$ cat src/rtl/operand_skew_feeder_if.sv
// Write, load and operand-output bundle between the operand source, the load/start
// sequencer and the MAC array edge.
interface operand_skew_feeder_if #(
   parameter int N      = 2,
   parameter int M      = 2,
   parameter int DATA_W = 8
);
   localparam int AL_W = (N > 1) ? $clog2(N) : 1;
   localparam int BL_W = (M > 1) ? $clog2(M) : 1;

   logic                a_wr_en;
   logic [AL_W-1:0]     a_wr_lane;
   logic [DATA_W-1:0]   a_wr_data;
   logic                b_wr_en;
   logic [BL_W-1:0]     b_wr_lane;
   logic [DATA_W-1:0]   b_wr_data;
   logic                load;
   logic [N-1:0]        A_start_en;
   logic [M-1:0]        B_start_en;
   logic [N*DATA_W-1:0] A_out;
   logic [N-1:0]        A_valid;
   logic [M*DATA_W-1:0] B_out;
   logic [M-1:0]        B_valid;
   logic [N-1:0]        a_full;
   logic [M-1:0]        b_full;
   logic                finished;
   logic                err;

   modport master (
      output a_wr_en, a_wr_lane, a_wr_data, b_wr_en, b_wr_lane, b_wr_data,
             load, A_start_en, B_start_en,
      input  A_out, A_valid, B_out, B_valid, a_full, b_full, finished, err
   );

   modport slave (
      input  a_wr_en, a_wr_lane, a_wr_data, b_wr_en, b_wr_lane, b_wr_data,
             load, A_start_en, B_start_en,
      output A_out, A_valid, B_out, B_valid, a_full, b_full, finished, err
   );
endinterface

$ cat src/rtl/operand_skew_feeder.sv
// Per-lane circular operand FIFOs for the systolic array edge; one registered pop per
// enabled lane on each load pulse, with a finished flag once all lanes drain.
module operand_skew_feeder #(
   parameter int N      = 2,
   parameter int M      = 2,
   parameter int DATA_W = 8,
   parameter int DEPTH  = 4
) (
   input  logic                 clk,
   input  logic                 rst,
   operand_skew_feeder_if.slave bus
);
   localparam int AL_W  = (N > 1) ? $clog2(N) : 1;
   localparam int BL_W  = (M > 1) ? $clog2(M) : 1;
   localparam int PTR_W = $clog2(DEPTH);
   localparam int CNT_W = $clog2(DEPTH + 1);

   logic [DATA_W-1:0]   a_mem_q [N][DEPTH];
   logic [DATA_W-1:0]   a_mem_d [N][DEPTH];
   logic [PTR_W-1:0]    a_rd_ptr_q [N];
   logic [PTR_W-1:0]    a_rd_ptr_d [N];
   logic [PTR_W-1:0]    a_wr_ptr_q [N];
   logic [PTR_W-1:0]    a_wr_ptr_d [N];
   logic [CNT_W-1:0]    a_cnt_q [N];
   logic [CNT_W-1:0]    a_cnt_d [N];
   logic [N*DATA_W-1:0] a_out_q, a_out_d;
   logic [N-1:0]        a_valid_q, a_valid_d;
   logic [N-1:0]        a_pop, a_wr_hit, a_full;

   logic [DATA_W-1:0]   b_mem_q [M][DEPTH];
   logic [DATA_W-1:0]   b_mem_d [M][DEPTH];
   logic [PTR_W-1:0]    b_rd_ptr_q [M];
   logic [PTR_W-1:0]    b_rd_ptr_d [M];
   logic [PTR_W-1:0]    b_wr_ptr_q [M];
   logic [PTR_W-1:0]    b_wr_ptr_d [M];
   logic [CNT_W-1:0]    b_cnt_q [M];
   logic [CNT_W-1:0]    b_cnt_d [M];
   logic [M*DATA_W-1:0] b_out_q, b_out_d;
   logic [M-1:0]        b_valid_q, b_valid_d;
   logic [M-1:0]        b_pop, b_wr_hit, b_full;

   logic armed_q, armed_d;
   logic finished_q, finished_d;
   logic err_q, err_d;
   logic a_acc, b_acc, all_empty;

   // A side. Out-of-range lane indices never match a lane, so they are simply not accepted.
   always_comb begin
      a_mem_d    = a_mem_q;
      a_rd_ptr_d = a_rd_ptr_q;
      a_wr_ptr_d = a_wr_ptr_q;
      a_cnt_d    = a_cnt_q;
      a_out_d    = a_out_q;
      a_valid_d  = '0;
      a_pop      = '0;
      a_wr_hit   = '0;
      a_full     = '0;
      for (int i = 0; i < N; i++) begin
         a_full[i]   = (a_cnt_q[i] == CNT_W'(DEPTH));
         a_pop[i]    = bus.load && bus.A_start_en[i] && (a_cnt_q[i] != '0);
         a_wr_hit[i] = bus.a_wr_en && (bus.a_wr_lane == AL_W'(i)) && (!a_full[i] || a_pop[i]);
         if (a_pop[i]) begin
            a_out_d[i*DATA_W +: DATA_W] = a_mem_q[i][a_rd_ptr_q[i]];
            a_valid_d[i]  = 1'b1;
            a_rd_ptr_d[i] = a_rd_ptr_q[i] + PTR_W'(1);
         end else if (bus.load) begin
            a_out_d[i*DATA_W +: DATA_W] = '0;
         end
         if (a_wr_hit[i]) begin
            a_mem_d[i][a_wr_ptr_q[i]] = bus.a_wr_data;
            a_wr_ptr_d[i] = a_wr_ptr_q[i] + PTR_W'(1);
         end
         a_cnt_d[i] = a_cnt_q[i] + CNT_W'(a_wr_hit[i]) - CNT_W'(a_pop[i]);
      end
      a_acc = |a_wr_hit;
   end

   always_comb begin
      b_mem_d    = b_mem_q;
      b_rd_ptr_d = b_rd_ptr_q;
      b_wr_ptr_d = b_wr_ptr_q;
      b_cnt_d    = b_cnt_q;
      b_out_d    = b_out_q;
      b_valid_d  = '0;
      b_pop      = '0;
      b_wr_hit   = '0;
      b_full     = '0;
      for (int j = 0; j < M; j++) begin
         b_full[j]   = (b_cnt_q[j] == CNT_W'(DEPTH));
         b_pop[j]    = bus.load && bus.B_start_en[j] && (b_cnt_q[j] != '0);
         b_wr_hit[j] = bus.b_wr_en && (bus.b_wr_lane == BL_W'(j)) && (!b_full[j] || b_pop[j]);
         if (b_pop[j]) begin
            b_out_d[j*DATA_W +: DATA_W] = b_mem_q[j][b_rd_ptr_q[j]];
            b_valid_d[j]  = 1'b1;
            b_rd_ptr_d[j] = b_rd_ptr_q[j] + PTR_W'(1);
         end else if (bus.load) begin
            b_out_d[j*DATA_W +: DATA_W] = '0;
         end
         if (b_wr_hit[j]) begin
            b_mem_d[j][b_wr_ptr_q[j]] = bus.b_wr_data;
            b_wr_ptr_d[j] = b_wr_ptr_q[j] + PTR_W'(1);
         end
         b_cnt_d[j] = b_cnt_q[j] + CNT_W'(b_wr_hit[j]) - CNT_W'(b_pop[j]);
      end
      b_acc = |b_wr_hit;
   end

   // finished looks at post-update counts so it rises in the cycle after the last pop.
   always_comb begin
      all_empty = 1'b1;
      for (int i = 0; i < N; i++) if (a_cnt_d[i] != '0) all_empty = 1'b0;
      for (int j = 0; j < M; j++) if (b_cnt_d[j] != '0) all_empty = 1'b0;
      armed_d    = armed_q | a_acc | b_acc;
      err_d      = err_q | (bus.a_wr_en & ~a_acc) | (bus.b_wr_en & ~b_acc);
      finished_d = armed_d & all_empty & ~a_acc & ~b_acc;
   end

   always_ff @(posedge clk) begin
      a_mem_q <= a_mem_d;
      b_mem_q <= b_mem_d;
      if (rst) begin
         a_rd_ptr_q <= '{default: '0};
         a_wr_ptr_q <= '{default: '0};
         a_cnt_q    <= '{default: '0};
         a_out_q    <= '0;
         a_valid_q  <= '0;
         b_rd_ptr_q <= '{default: '0};
         b_wr_ptr_q <= '{default: '0};
         b_cnt_q    <= '{default: '0};
         b_out_q    <= '0;
         b_valid_q  <= '0;
         armed_q    <= 1'b0;
         finished_q <= 1'b0;
         err_q      <= 1'b0;
      end else begin
         a_rd_ptr_q <= a_rd_ptr_d;
         a_wr_ptr_q <= a_wr_ptr_d;
         a_cnt_q    <= a_cnt_d;
         a_out_q    <= a_out_d;
         a_valid_q  <= a_valid_d;
         b_rd_ptr_q <= b_rd_ptr_d;
         b_wr_ptr_q <= b_wr_ptr_d;
         b_cnt_q    <= b_cnt_d;
         b_out_q    <= b_out_d;
         b_valid_q  <= b_valid_d;
         armed_q    <= armed_d;
         finished_q <= finished_d;
         err_q      <= err_d;
      end
   end

   assign bus.A_out    = a_out_q;
   assign bus.A_valid  = a_valid_q;
   assign bus.B_out    = b_out_q;
   assign bus.B_valid  = b_valid_q;
   assign bus.a_full   = a_full;
   assign bus.b_full   = b_full;
   assign bus.finished = finished_q;
   assign bus.err      = err_q;
endmodule
$ cat src/flat_wrapper.sv
// flat-port wrapper written by rule: the top's interface ports become plain ports
module operand_skew_feeder_flat 
#(
   parameter int N      = 2,
   parameter int M      = 2,
   parameter int DATA_W = 8,
   parameter int DEPTH  = 4
)
  (clk, rst, bus_a_wr_en, bus_a_wr_lane, bus_a_wr_data, bus_b_wr_en, bus_b_wr_lane, bus_b_wr_data, bus_load, bus_A_start_en, bus_B_start_en, bus_A_out, bus_A_valid, bus_B_out, bus_B_valid, bus_a_full, bus_b_full, bus_finished, bus_err);
  operand_skew_feeder_if #(.N(N), .M(M), .DATA_W(DATA_W)) bus_i ();
  input  logic clk;
  input  logic rst;
  input wire logic [$bits(bus_i.a_wr_en)-1:0] bus_a_wr_en;
  input wire logic [$bits(bus_i.a_wr_lane)-1:0] bus_a_wr_lane;
  input wire logic [$bits(bus_i.a_wr_data)-1:0] bus_a_wr_data;
  input wire logic [$bits(bus_i.b_wr_en)-1:0] bus_b_wr_en;
  input wire logic [$bits(bus_i.b_wr_lane)-1:0] bus_b_wr_lane;
  input wire logic [$bits(bus_i.b_wr_data)-1:0] bus_b_wr_data;
  input wire logic [$bits(bus_i.load)-1:0] bus_load;
  input wire logic [$bits(bus_i.A_start_en)-1:0] bus_A_start_en;
  input wire logic [$bits(bus_i.B_start_en)-1:0] bus_B_start_en;
  output wire logic [$bits(bus_i.A_out)-1:0] bus_A_out;
  output wire logic [$bits(bus_i.A_valid)-1:0] bus_A_valid;
  output wire logic [$bits(bus_i.B_out)-1:0] bus_B_out;
  output wire logic [$bits(bus_i.B_valid)-1:0] bus_B_valid;
  output wire logic [$bits(bus_i.a_full)-1:0] bus_a_full;
  output wire logic [$bits(bus_i.b_full)-1:0] bus_b_full;
  output wire logic [$bits(bus_i.finished)-1:0] bus_finished;
  output wire logic [$bits(bus_i.err)-1:0] bus_err;
  assign bus_i.a_wr_en = bus_a_wr_en;
  assign bus_i.a_wr_lane = bus_a_wr_lane;
  assign bus_i.a_wr_data = bus_a_wr_data;
  assign bus_i.b_wr_en = bus_b_wr_en;
  assign bus_i.b_wr_lane = bus_b_wr_lane;
  assign bus_i.b_wr_data = bus_b_wr_data;
  assign bus_i.load = bus_load;
  assign bus_i.A_start_en = bus_A_start_en;
  assign bus_i.B_start_en = bus_B_start_en;
  assign bus_A_out = bus_i.A_out;
  assign bus_A_valid = bus_i.A_valid;
  assign bus_B_out = bus_i.B_out;
  assign bus_B_valid = bus_i.B_valid;
  assign bus_a_full = bus_i.a_full;
  assign bus_b_full = bus_i.b_full;
  assign bus_finished = bus_i.finished;
  assign bus_err = bus_i.err;
  operand_skew_feeder #(.N(N), .M(M), .DATA_W(DATA_W), .DEPTH(DEPTH)) u_core (.clk(clk), .rst(rst), .bus(bus_i));
endmodule
$ cat config.mk
export PLATFORM = sky130hd
export DESIGN_NAME = operand_skew_feeder_flat
export DESIGN_NICKNAME = d
export VERILOG_FILES = /design/src/rtl/operand_skew_feeder_if.sv /design/src/rtl/operand_skew_feeder.sv /design/src/flat_wrapper.sv
export SDC_FILE = /design/constraint.sdc
export NUM_CORES = 1
export LEC_CHECK = 0
export ABC_AREA = 1
export BUFFER_PORTS_ARGS = -buffer_cell sky130_fd_sc_hd__buf_4
export CAP_MARGIN = 0
export CORE_MARGIN = 5
export CORE_UTILIZATION = 50
export CTS_BUF_LIST = sky130_fd_sc_hd__clkbuf_4 sky130_fd_sc_hd__clkbuf_8
export DETAILED_ROUTE_END_ITERATION = 8
export MAX_ROUTING_LAYER = met4
export PLACE_DENSITY = 0.72
export SYNTH_ARGS = -nofsm -noshare
export SYNTH_HDL_FRONTEND = slang
export SYNTH_SLANG_ARGS = --single-unit
$ cat constraint.sdc
create_clock -name clk -period 2.9 [get_ports clk]
set_input_delay 0.29 -clock clk [delete_from_list [all_inputs] [get_ports clk]]
set_output_delay 0.29 -clock clk [all_outputs]
set_load 0.02 [all_outputs]
After elaboration in Yosys (flattened, before gate mapping)
Index checks and enable logic that the tools add are counted.
{"block": "word_totals", "reg_bits": 195, "output_inout_bits": 42, "elab_cells": 169}
{"block": "op_classes", "add_sub_neg": 16, "order_cmp": 12, "n_eq_ne": 4, "n_mux": 37, "bitwise": 21, "reduce_logical": 42}
{"cell": "$mux 8", "count": 17}
{"cell": "$bwmux 32", "count": 4}
{"cell": "$bmux 8 s2", "count": 4}
{"cell": "$demux 8 s2", "count": 4}
{"cell": "$ge 3x3->1 const B", "count": 8}
{"cell": "$not 2->3", "count": 8}
{"cell": "$reduce_bool 3->1", "count": 8}
{"cell": "$logic_and 1x1->1", "count": 20}
{"cell": "$add 2x1->2 const B", "count": 8}
{"cell": "$add 3x1->3", "count": 4}
{"cell": "$eq 3x3->1 const B", "count": 4}
{"cell": "$lt 3x1->1 const B", "count": 4}
{"cell": "$sub 3x1->3", "count": 4}
{"cell": "$mux 1", "count": 8}
{"cell": "$reduce_bool 2->1", "count": 4}
{"cell": "$and 1x1->1", "count": 5}
{"cell": "$logic_not 1->1", "count": 4}
{"cell": "$logic_or 1x1->1", "count": 4}
{"cell": "$not 1->1", "count": 4}
{"cell": "$or 1x1->1", "count": 4}
{"cell": "$reduce_or 2->1", "count": 2}

Logic depth before layout (Yosys ltp)
Gate-level depths: netlist (run 1).
{"block": "logic_depth", "ltp_word": 14, "mapped_depth": 15, "depth_no_buf": 15}

Least setup slack after synthesis (run 1)
Ideal clock, no wire load.
{"block": "synth_timing", "path_type": "register to register", "start": "register u_core.a_cnt_q[1] (netlist name)", "end": "register u_core.finished_q (netlist: u_core.bus.finished)", "setup_ps": 64, "arrival_ps": 2033, "t_required_ps": 2836, "slack_ps": 803, "path_stages_with_launch": 15, "path_buffers": 0, "period_less_slack_ps": 2097, "path_cell_list": "dfxtp_1 -> nor2_1 -> nand2_1 -> nand3_1 -> inv_1 -> ha_1 -> inv_1 -> ha_1 -> inv_1 -> fa_1 -> nand2_1 -> nand3b_1 -> nor2_1 -> nand3_1 -> nor2_1"}
{"block": "synth_via", "elab_chain_len": 13}
{"element": "start: declaration", "line": "operand_skew_feeder.sv:24", "text": "logic [CNT_W-1:0] a_cnt_q [N];"}
{"element": "start signal: assignment", "line": "operand_skew_feeder.sv:138", "text": "a_cnt_q <= a_cnt_d;"}
{"element": "$reduce_bool 3->1 *", "line": "operand_skew_feeder.sv:60", "text": "a_pop[i] = bus.load && bus.A_start_en[i] && (a_cnt_q[i] != '0);"}
{"element": "$logic_and 1x1->1 *", "line": "operand_skew_feeder.sv:60"}
{"element": "net u_core.a_pop[1]", "line": "operand_skew_feeder.sv:28", "text": "logic [N-1:0] a_pop, a_wr_hit, a_full;"}
{"element": "$logic_or 1x1->1", "line": "operand_skew_feeder.sv:61", "text": "a_wr_hit[i] = bus.a_wr_en && (bus.a_wr_lane == AL_W'(i)) && (!a_full[i] || a_pop[i]);"}
{"element": "$logic_and 1x1->1", "line": "operand_skew_feeder.sv:61"}
{"element": "$add 3x1->3", "line": "operand_skew_feeder.sv:73", "text": "a_cnt_d[i] = a_cnt_q[i] + CNT_W'(a_wr_hit[i]) - CNT_W'(a_pop[i]);"}
{"element": "$sub 3x1->3", "line": "operand_skew_feeder.sv:73"}
{"element": "$reduce_bool 3->1", "line": "operand_skew_feeder.sv:111", "text": "for (int i = 0; i < N; i++) if (a_cnt_d[i] != '0) all_empty = 1'b0;"}
{"element": "$mux 1", "line": "operand_skew_feeder.sv:111"}
{"element": "$mux 1 (2 in series)", "line": "operand_skew_feeder.sv:112", "text": "for (int j = 0; j < M; j++) if (b_cnt_d[j] != '0) all_empty = 1'b0;"}
{"element": "$and 1x1->1", "line": "operand_skew_feeder.sv:115", "text": "finished_d = armed_d & all_empty & ~a_acc & ~b_acc;"}
{"element": "$and 1x1->1 * (2 in series)", "line": "operand_skew_feeder.sv:115"}
{"element": "end signal: assignment", "line": "operand_skew_feeder.sv:147", "text": "finished_q <= finished_d;"}
{"element": "end: declaration", "line": "operand_skew_feeder.sv:43", "text": "logic finished_q, finished_d;"}
Mark *: on every way through the listed nets, which the timed path passes. The rest lies on a longest branch.
A chain may end at the register's enable or synchronous reset.

Worst setup path after layout (run 1)
Ends and elaborated chain as after synthesis.

==> summary.txt, run 1 <==
Status
  – Outcome: completed

Route
  – Routed vias: 5,238
  – Final WL: 14,900 um
  – Average routed wire per standard cell: about 14 um
  – Drc violations: 0
  – Vias per cell: approximately 5.0
  – Initial DRT Pass Iterations: 4
  – 1st-iter DRT viols: 358
  – Final ANT Viol Nets: 0

STA
  – Slew headroom: 0.455
  – Fin. Hold Viols: 0
  – Max Slew Vio Count: 0
  – Period utilization: 0.791
  – Min setup slack post-route: a little over 600 ps
  – Min cycle time layout: 2290 ps
  – Clock skew: about 13 ps
  – Setup_tns: 0 ps
  – Setup violations, final: 0
  – RSZ-0062 raised after global routing: no
  – Worst slew pin tran: roughly 810 ps
  – Fmax: around 440 MHz

Clock tree
  – CTS tree: done
  – Post-cts sizing count: 0
  – Postcts setup bufs: 0
  – Clock transition at the registers of the reported paths: 110 ps
  – Max Root-Sink Buffers: 2
  – TritonCTS buffer count: 17
  – Hold_buf cts: 0
  – CTS root buf: clkbuf_8
  – Sink Count: just under 200
  – CTS H-tree lvls: 4
  – Skew-Pair Late Insertion Delay: ~470 ps

Setup path
  – CP Class: flop to flop
  – Slowest stage delay, CP: roughly 530 ps
  – Worst EP required: around 3300 ps
  – Flop2flop setup slack: 610 ps
  – Startpoint Class: flop
  – Worst path bufs/invs: 3
  – Crit path max-delay family: adder cells
  – Worst EP arrival: 2710 ps
  – Crit path cell chain: nor2_1, nand2_1, nand3_1, inv_1, ha_1, inv_1, ha_1, inv_1, fa_1, nand2_1, nand3b_1, nor2_1, nand3_1, nor2_1
  – Endpoint type of the worst setup path: flop
  – Crit path max fanout: 4
  – Critical-path top delay cell: fa_1

Floorplanning
  – Initial Util: 0.508
  – Chip width: approximately 140 um
  – Site Rows: 46
  – Die footprint: 18,600 sq um
  – Core area: roughly 16,000 sq um
  – Io pins: 69
  – Die H: around 140 um

Global routing
  – Total track usage: 0.175
  – Vias in the first global route: between 4,000 and 5,000
  – Largest net degree at the start of global routing: 36
  – Initial antenna violation count: 0
  – Aggregate global routing overflow: 0
  – First-pass GRT wire length: around 24,000 um

Synthesis
  – Ranking of synthesized cells by area: edfxtp_1, dfxtp_1, nand2_1, nand3_1, ha_1
  – Synth warnings: 0
  – Synth cell types: 26
  – FF+latch count, synth: approximately 200
  – Post-synth top area share: 0.480
  – Synth area leader: edfxtp_1
  – Seq/Total Area, Yosys: 0.648
  – Syn_area_per_cell: roughly 10 sq um
  – Post-Synthesis Cells: 763
  – Syn Nets: about 820
  – Synth Cell Area: approximately 8000 sq um

Place
  – # port buffers: just under 70
  – Placer Congestion: ~0.77
  – Detailed Place HPWL: 10,100 um
  – Pre-CTS setup slack: about 620 ps
  – Post-Place Cells: ~1,000

Layout
  – Fin util: 0.576
  – Layout cells sized above 1: 0.166
  – Area grow syn2layout: 13.4%
  – Nets: approximately 880
  – Layout Cells excl Fill: about 1,100
  – Inserted Diodes: 0

Job
  – Maxcap violations: 0

Power
  – Total power: ~6.4 mW
  – Worst vdd ir: around 0.00041 V
  – Power per cell area: around 710 nW/um^2
  – P_leak: about 3.7 nW

Min path
  – Worst min path class: input port to flop
cell usage in the layout (no fill, tap or decap):
master and count:
clkinv_1 5, nand3_1 107, fa_1 4, nand2_4 2
clkinv_4 1, nand2_2 5, nand3_2 3, inv_2 5
inv_6 4, nand3b_1 3, ha_1 24, xnor2_1 1
clkinv_2 1, o21ai_2 16, bufinv_16 1, o21ai_1 1
dfxtp_1 67, a21oi_4 2, nor2_2 2, a21oi_1 18
inv_1 71, clkinvlp_4 1, buf_4 74, nand2_1 203
clkinv_8 2, inv_8 4, clkbuf_8 17, nor2_1 43
o21ai_0 27, edfxtp_1 128
per-layer routing:
layer	up-vias	global-route usage	share of wire
met5	-	-	0
met4	0	0.0605	0.016
met3	21	0.0415	0.046
met2	119	0.280	0.50
met1	2436	0.220	0.44
li1	2662	-	-
cell families (layout without fill, tap and decap cells):
family / after synthesis / in the layout / synth area share
simple gates: 368 / 368 / 0.197
fa+ha+maj: 28 / 28 / 0.0475
flops: 195 / 195 / 0.648
compound gates: 64 / 64 / 0.0503
buf+inv: 107 / 186 / 0.0564
xor+xnor: 1 / 1 / 0.00109
synthesized netlist by cell type:
master,n
nand2_1,203
edfxtp_1,128
nand3_1,107
inv_1,71
dfxtp_1,67
nor2_1,43
o21ai_0,27
ha_1,24
a21oi_1,18
o21ai_2,16
buf_2,10
clkbuf_1,9
inv_2,5
nand2_2,5
buf_4,4
clkinv_1,4
fa_1,4
buf_6,3
nand3_2,3
nand3b_1,3
a21oi_4,2
nand2_4,2
nor2_2,2
buf_1,1
o21ai_1,1
xnor2_1,1
flip-flops by register name (all words and copies together), names as in the netlist:
name and count:
u_core.a_mem_q 64, u_core.b_mem_q 64, u_core.bus.A_out 16, u_core.bus.B_out 16, u_core.a_cnt_q 6, u_core.b_cnt_q 6
u_core.a_rd_ptr_q 4, u_core.a_wr_ptr_q 4, u_core.b_rd_ptr_q 4, u_core.b_wr_ptr_q 4, u_core.bus.A_valid 2, u_core.bus.B_valid 2
u_core.armed_q 1, u_core.bus.err 1, u_core.bus.finished 1
report_power, final:
part           internal [mW]  switching, mW  total [mW]
clock network          0.723           1.01        1.74
registers               3.18          0.135        3.31
logic                  0.494          0.906        1.40
through the flow:
stage | instance area, sq um | hold WS [ps]
after floorplan | 8010 | 359
after global placement | 8680 | 469
after detailed placement | 8680 | 474
after CTS | 9080 | 26.0
after global routing | 9080 | 20.9
final | 9080 | 56.7
cell type report:
| type | count | area, sq um |
|---|---|---|
| clock buffer | 17 | 234 |
| clock inverter | 15 | 168 |
| fill | 1364 | 6690 |
| inverter | 80 | 300 |
| multi-input combinational | 461 | 2370 |
| sequential | 195 | 5180 |
| tap | 216 | 270 |
| timing repair buffer | 74 | 556 |
path summary, 6_finish.rpt:
check / start / end / cells after the start
worst max-delay path: u_core.a_cnt_q[1] / u_core.bus.finished / 14
worst min-delay path: bus_b_wr_data[3] / u_core.b_mem_q[19] / 1
worst max register to register: u_core.a_cnt_q[1] / u_core.bus.finished / 14
worst min register to register: u_core.bus.B_out[13] / u_core.bus.B_out[13] / 2
No activity file was read; power rests on OpenSTA's default activity.
==> inputs of run 2 (changes only) <==
- PLACE_DENSITY: 0.72 -> 0.74
- clock period: 2.9 -> 2.1 ns (I/O delays scaled with it)
==> summary.txt, run 2 (same netlist as run 1, synthesis figures left out) <==
Status
  – Outcome: finished, violations left
  – Failing checks: negative setup slack

Route
  – 1st-iter DRT viols: 288 (-20%)
  – Average routed wire per standard cell: 13.8 um (-2.1%)
  – Initial DRT Pass Iterations: 5 (+1)
  – Final ANT Viol Nets: 0 (unchanged)
  – Routed vias: 5,517 (+5.3%)
  – Drc violations: 0 (unchanged)
  – Vias per cell: 4.87 (-1.6%)
  – Final WL: 15,600 um (+4.8%)

Clock tree
  – Sink Count: 195 (unchanged)
  – Skew-Pair Late Insertion Delay: 460 ps (about the same)
  – Clock transition at the registers of the reported paths: 90 ps (-20 ps)
  – TritonCTS buffer count: 17 (unchanged)
  – CTS H-tree lvls: 4 (unchanged)
  – CTS root buf: clkbuf_8
  – Max Root-Sink Buffers: 2 (unchanged)
  – CTS tree: done

Power
  – Sequential Power Share: 0.489 (-0.025)
  – P_leak: 4.06 nW (+8.9%)
  – Cell internal pwr: 6.34 mW (+44%)
  – Power per cell area: 954 nW/um^2 (+34%)
  – Psw: 2.95 mW (+43%)
  – Switch share: 0.317 (-0.00129)
  – Comb pwr share: 0.276 (+0.059)
  – Worst vdd ir: 0.000409 V (-1.2%)
  – Clock power frac: 0.235 (-0.034)

Place
  – Pre-CTS setup slack: -171 ps (-792 ps)
  – # port buffers: 68 (unchanged)
  – Placer Congestion: 0.842 (+9.5%)
  – Detailed Place HPWL: 10,400 um (+3.1%)
  – DP Area: 9030 sq um (+4.1%)

STA
  – Worst slew pin tran: 504 ps (-310 ps)
  – Min setup slack post-route: -14.3 ps (-620 ps)
  – Fin. Hold Viols: 0 (unchanged)
  – Setup violations, final: 1 (+1)
  – RSZ-0062 raised after global routing: yes
  – Slew headroom: 0.663 (+0.208)
  – Period utilization: 1.01 (+0.216)
  – Fmax: 473 MHz (+8.5%)
  – Clock skew: 9.74 ps (-3.68 ps)
  – Max Slew Vio Count: 0 (unchanged)
  – Min cycle time layout: 2110 ps (-180 ps)

Floorplanning
  – Chip width: 137 um (unchanged)
  – Core area: 15,800 sq um (unchanged)
  – Initial Util: 0.508 (unchanged)
  – Io pins: 69 (unchanged)
  – Site Rows: 46 (unchanged)
  – Die footprint: 18,600 sq um (unchanged)
  – Die H: 137 um (unchanged)

Global routing
  – Initial antenna violation count: 0 (unchanged)
  – Largest net degree at the start of global routing: 30 (-17%)
  – First-pass GRT wire length: 25,600 um (+6.0%)
  – Total track usage: 0.185 (+0.00959)
  – Aggregate global routing overflow: 0 (unchanged)
  – Vias in the first global route: 5,293 (+7.5%)

Setup path
  – CP Class: flop to flop
  – Crit path max fanout: 2 (-2)
  – Startpoint Class: flop
  – Endpoint type of the worst setup path: flop
  – Worst EP required: 2500 ps (-810 ps)
  – Worst EP arrival: 2520 ps (-190 ps)

Layout
  – Sequential Area: 5190 sq um (about the same)
  – Inserted Diodes: 0 (unchanged)
  – Design Area, Final: 9740 sq um (+7.2%)
  – Top Registers: u_core.a_mem_q x64, u_core.b_mem_q x64
  – Most frequent cells in the layout: nand2_1, buf_4, edfxtp_1
  – Multi-input logic area: 2460 sq um (+4.0%)
  – Commonest non-fill, non-tap cell in the layout: nand2_1
  – Layout cells sized above 1: 0.237 (+0.0706)
  – Area grow syn2layout: 21.6%
  – Nets: 958 (+8.4%)
  – # fillers: 1,298 (-4.8%)

Min path
  – Worst min path class: input port to flop

Job
  – Maxcap violations: 0 (unchanged)
==> run 2: changes by cell type in the layout (fill, tap and decap cells not counted), moves of 5 or more <==
cell,delta
ha_1,-5
buf_4,+56
inv_1,-6
dlygate4sd3_1,+17
inv_2,+6
==> run 2: worst max-delay path: stages, from the launching register on <==
cell	delay, ps
dfxtp_2	340
nor2_2	110
nand2_1	80
nand3_2	80
inv_2	50
ha_4	260
inv_2	40
ha_4	140
fa_1	420
inv_1	80
nand2_1	50
nor2_1	90
nand3b_1	80
nor2_1	90
nand3_1	70
nor2_1	80
==> run 2: through the flow <==
step | hold slack (ps) | setup TNS [ps] | utilization | total power, mW | cells
after floorplan | 279 | 0 | - | 6.04 | 763
after global placement | 451 | -41.2 | 0.573 | 6.83 | 1073
after detailed placement | 454 | -171 | 0.573 | 6.90 | 1073
after CTS | 90.5 | -43.2 | 0.617 | 9.34 | 1133
after global routing | 132 | -212 | 0.617 | 9.89 | 1132
final | 127 | -14.3 | 0.617 | 9.29 | 1132
==> run 2: final timing paths <==
path / startpoint / slack (ps) / cells after the start / end
max reg2reg: u_core.a_cnt_q[3] / -10 / 15 / u_core.bus.finished
min reg2reg: u_core.bus.B_out[8] / 490 / 2 / u_core.bus.B_out[8]
min: bus_b_wr_en / 130 / 5 / u_core.bus.err
max: u_core.a_cnt_q[3] / -10 / 15 / u_core.bus.finished
==> run 2: routing by layer <==
layer	vias up	track usage	wire, um
li1	2808	-	-
met4	0	0.0566	172
met2	115	0.317	8240
met1	2577	0.217	6540
met5	-	-	0
met3	17	0.0434	688
==> run 2: what timing repair did <==
| item | in CTS | in global routing |
|---|---|---|
| setup buffers | 11 | 0 |
| pin swaps | 17 | 2 |
| gates resized for setup | 24 | 5 |
| hold buffers | 17 | 0 |
| setup endpoints to repair | 1 | 34 |
| endpoints found under the hold margin | 129 | 0 |
==> run 2: final cells by class <==
cell class	count	area share
Clock buffer	17	0.0240
Clock inverter	15	0.0122
Inverter	80	0.0308
Multi-Input combinational cell	461	0.253
Sequential cell	195	0.533
Tap cell	216	0.0278
Timing Repair Buffer	148	0.119
==> run 2: power groups by stage <==
| stage | logic [mW] | clock network [mW] | registers [mW] |
|---|---|---|---|
| final | 2.56 | 2.18 | 4.54 |
| after global routing | 2.89 | 2.43 | 4.57 |
| after CTS | 2.56 | 2.24 | 4.54 |
| after detailed placement | 2.29 | 0 | 4.61 |
| after global placement | 2.24 | 0 | 4.59 |
| after floorplan | 1.35 | 0 | 4.69 |
==> inputs of run 3 (changes only) <==
- RECOVER_POWER: not set -> 25
==> summary.txt, run 3 (same netlist as run 1, synthesis figures left out) <==
Status
  – Outcome: finished, violations left
  – Failing checks: negative setup slack

Layout
  – Inserted Diodes: 0 (unchanged)
  – Most frequent cells in the layout: nand2_1, edfxtp_1, buf_4
  – Sequential Area: 5190 sq um (unchanged)
  – Commonest non-fill, non-tap cell in the layout: nand2_1
  – Layout cells sized above 1: 0.222 (-0.0153)
  – Multi-input logic area: 2460 sq um (unchanged)
  – Top Registers: u_core.a_mem_q x64, u_core.b_mem_q x64
  – Nets: 958 (unchanged)
  – Area grow syn2layout: 20.9%
  – # fillers: 1,304 (+0.46%)
  – Fin util: 0.614 (-0.00333)
  – Design Area, Final: 9680 sq um (-0.54%)

Route
  – 1st-iter DRT viols: 304 (+5.6%)
  – Initial DRT Pass Iterations: 5 (unchanged)
  – Vias per cell: 4.86 (-0.22%)
  – Routed vias: 5,505 (-0.22%)
  – Average routed wire per standard cell: 13.8 um (-0.15%)
  – Final WL: 15,600 um (-0.15%)
  – Final ANT Viol Nets: 0 (unchanged)
  – Drc violations: 0 (unchanged)

STA
  – Min setup slack post-route: -14.3 ps (-0.00260 ps)
  – Setup violations, final: 1 (unchanged)
  – Slew headroom: 0.659 (-0.00438)
  – Min cycle time layout: 2110 ps (+0.00260 ps)
  – Clock skew: 13.0 ps (+3.23 ps)
  – RSZ-0062 raised after global routing: yes
  – Worst slew pin tran: 511 ps (+6.56 ps)
  – Max Slew Vio Count: 0 (unchanged)
  – Fin. Hold Viols: 0 (unchanged)
  – Period utilization: 1.01 (about the same)
  – Hold slack: 126 ps (-1.08 ps)
  – Fmax: 473 MHz (about the same)

Setup path
  – Worst EP required: 2500 ps (about the same)
  – Worst Setup SP: u_core.a_cnt_q[3]
  – CP Class: flop to flop
  – Endpoint type of the worst setup path: flop
  – Crit path max-delay family: adder cells
  – Crit path cell chain: nor2_2, nand2_1, nand3_2, inv_2, ha_4, inv_2, ha_4, fa_1, inv_1, nand2_1, nor2_1, nand3b_1, nor2_1, nand3_1, nor2_1
  – Cell mode on critical path: nor2_1
  – Slowest stage delay, CP: 420 ps (about the same)
  – Startpoint Class: flop
  – Worst path bufs/invs: 3 (unchanged)
  – Critical-path top delay cell: fa_1
  – RR Startpoint: u_core.a_cnt_q[3]
  – Worst EP arrival: 2520 ps (about the same)
  – Crit path max fanout: 2 (unchanged)

Global routing
  – First-pass GRT wire length: 25,600 um (unchanged)
  – Initial antenna violation count: 0 (unchanged)
  – Aggregate global routing overflow: 0 (unchanged)
  – Total track usage: 0.185 (unchanged)
  – Largest net degree at the start of global routing: 30 (unchanged)
  – Vias in the first global route: 5,293 (unchanged)

Clock tree
  – Max Root-Sink Buffers: 2 (unchanged)
  – CTS root buf: clkbuf_8
  – CTS H-tree lvls: 4 (unchanged)
  – TritonCTS buffer count: 17 (unchanged)
  – Skew-Pair Late Insertion Delay: 460 ps (about the same)
  – Sink Count: 195 (unchanged)
  – CTS tree: done
  – Clock transition at the registers of the reported paths: 90 ps (about the same)

Power
  – Power per cell area: 958 nW/um^2 (+0.46%)
  – Clock power frac: 0.235 (about the same)
  – Psw: 2.95 mW (+0.12%)
  – Switch share: 0.318 (+0.000651)
  – Sequential Power Share: 0.490 (about the same)
  – Worst vdd ir: 0.000410 V (+0.44%)
  – P_leak: 4.01 nW (-1.2%)
  – Comb pwr share: 0.275 (about the same)
  – Cell internal pwr: 6.33 mW (-0.18%)

Floorplanning
  – Die footprint: 18,600 sq um (unchanged)
  – Core area: 15,800 sq um (unchanged)
  – Chip width: 137 um (unchanged)
  – Site Rows: 46 (unchanged)
  – Die H: 137 um (unchanged)
  – Io pins: 69 (unchanged)
  – Initial Util: 0.508 (unchanged)

Place
  – Pre-CTS setup slack: -171 ps (unchanged)
  – DP Area: 9030 sq um (unchanged)
  – Placer Congestion: 0.842 (unchanged)
  – # port buffers: 68 (unchanged)
  – Detailed Place HPWL: 10,400 um (unchanged)

Min path
  – Worst Hold Launch: bus_b_wr_en
  – Worst min path class: input port to flop

Job
  – Maxcap violations: 0 (unchanged)
run 3: cell type report:
class | instances | area share
Clock buffer | 17 | 0.0242
Sequential cell | 195 | 0.536
Tap cell | 216 | 0.0279
Multi-Input combinational cell | 461 | 0.255
Timing Repair Buffer | 148 | 0.114
Inverter | 80 | 0.0310
Clock inverter | 15 | 0.0123
run 3: repair_timing:
| action | CTS | global route |
|---|---|---|
| endpoints found under the setup margin | 1 | 34 |
| pin swaps | 17 | 2 |
| gates resized for setup | 24 | 5 |
| buffers inserted | 11 | 0 |
| hold buffers | 17 | 0 |
| hold endpoints to repair | 129 | 0 |
run 3: stage by stage:
step / instances / setup TNS, ps / total power, mW
after floorplan: 763 / 0 / 6.04
after global placement: 1073 / -41.2 / 6.83
after detailed placement: 1073 / -171 / 6.90
after CTS: 1133 / -43.2 / 9.34
after global routing: 1132 / -212 / 9.88
final: 1132 / -14.3 / 9.28
run 3: worst reg2reg max path: stages, from the launching register on:
cell and delay (ps):
dfxtp_2 340, nor2_2 110, nand2_1 80, nand3_2 80, inv_2 50, ha_4 260, inv_2 40, ha_4 140
fa_1 420, inv_1 80, nand2_1 50, nor2_1 90, nand3b_1 80, nor2_1 90, nand3_1 70, nor2_1 80
run 3: path summary, 6_finish.rpt:
check | to | slack [ps] | cells past startpoint
max | u_core.bus.finished | -10 | 15
min | u_core.bus.err | 130 | 5
max reg2reg | u_core.bus.finished | -10 | 15
min reg2reg | u_core.bus.B_out[8] | 490 | 2
run 3: layer usage:
metal	global-route usage	up-vias	wire [um]
met3	0.0434	17	693
met5	-	-	0
met4	0.0566	0	174
met2	0.317	114	8240
met1	0.217	2566	6510
li1	-	2808	-
run 3: power by group through the flow:
stage	clock [mW]	sequential [mW]	combinational, mW
floorplan	0	4.69	1.35
global placement	0	4.59	2.24
detailed placement	0	4.61	2.29
CTS	2.24	4.54	2.56
global route	2.43	4.57	2.87
finish	2.18	4.54	2.55
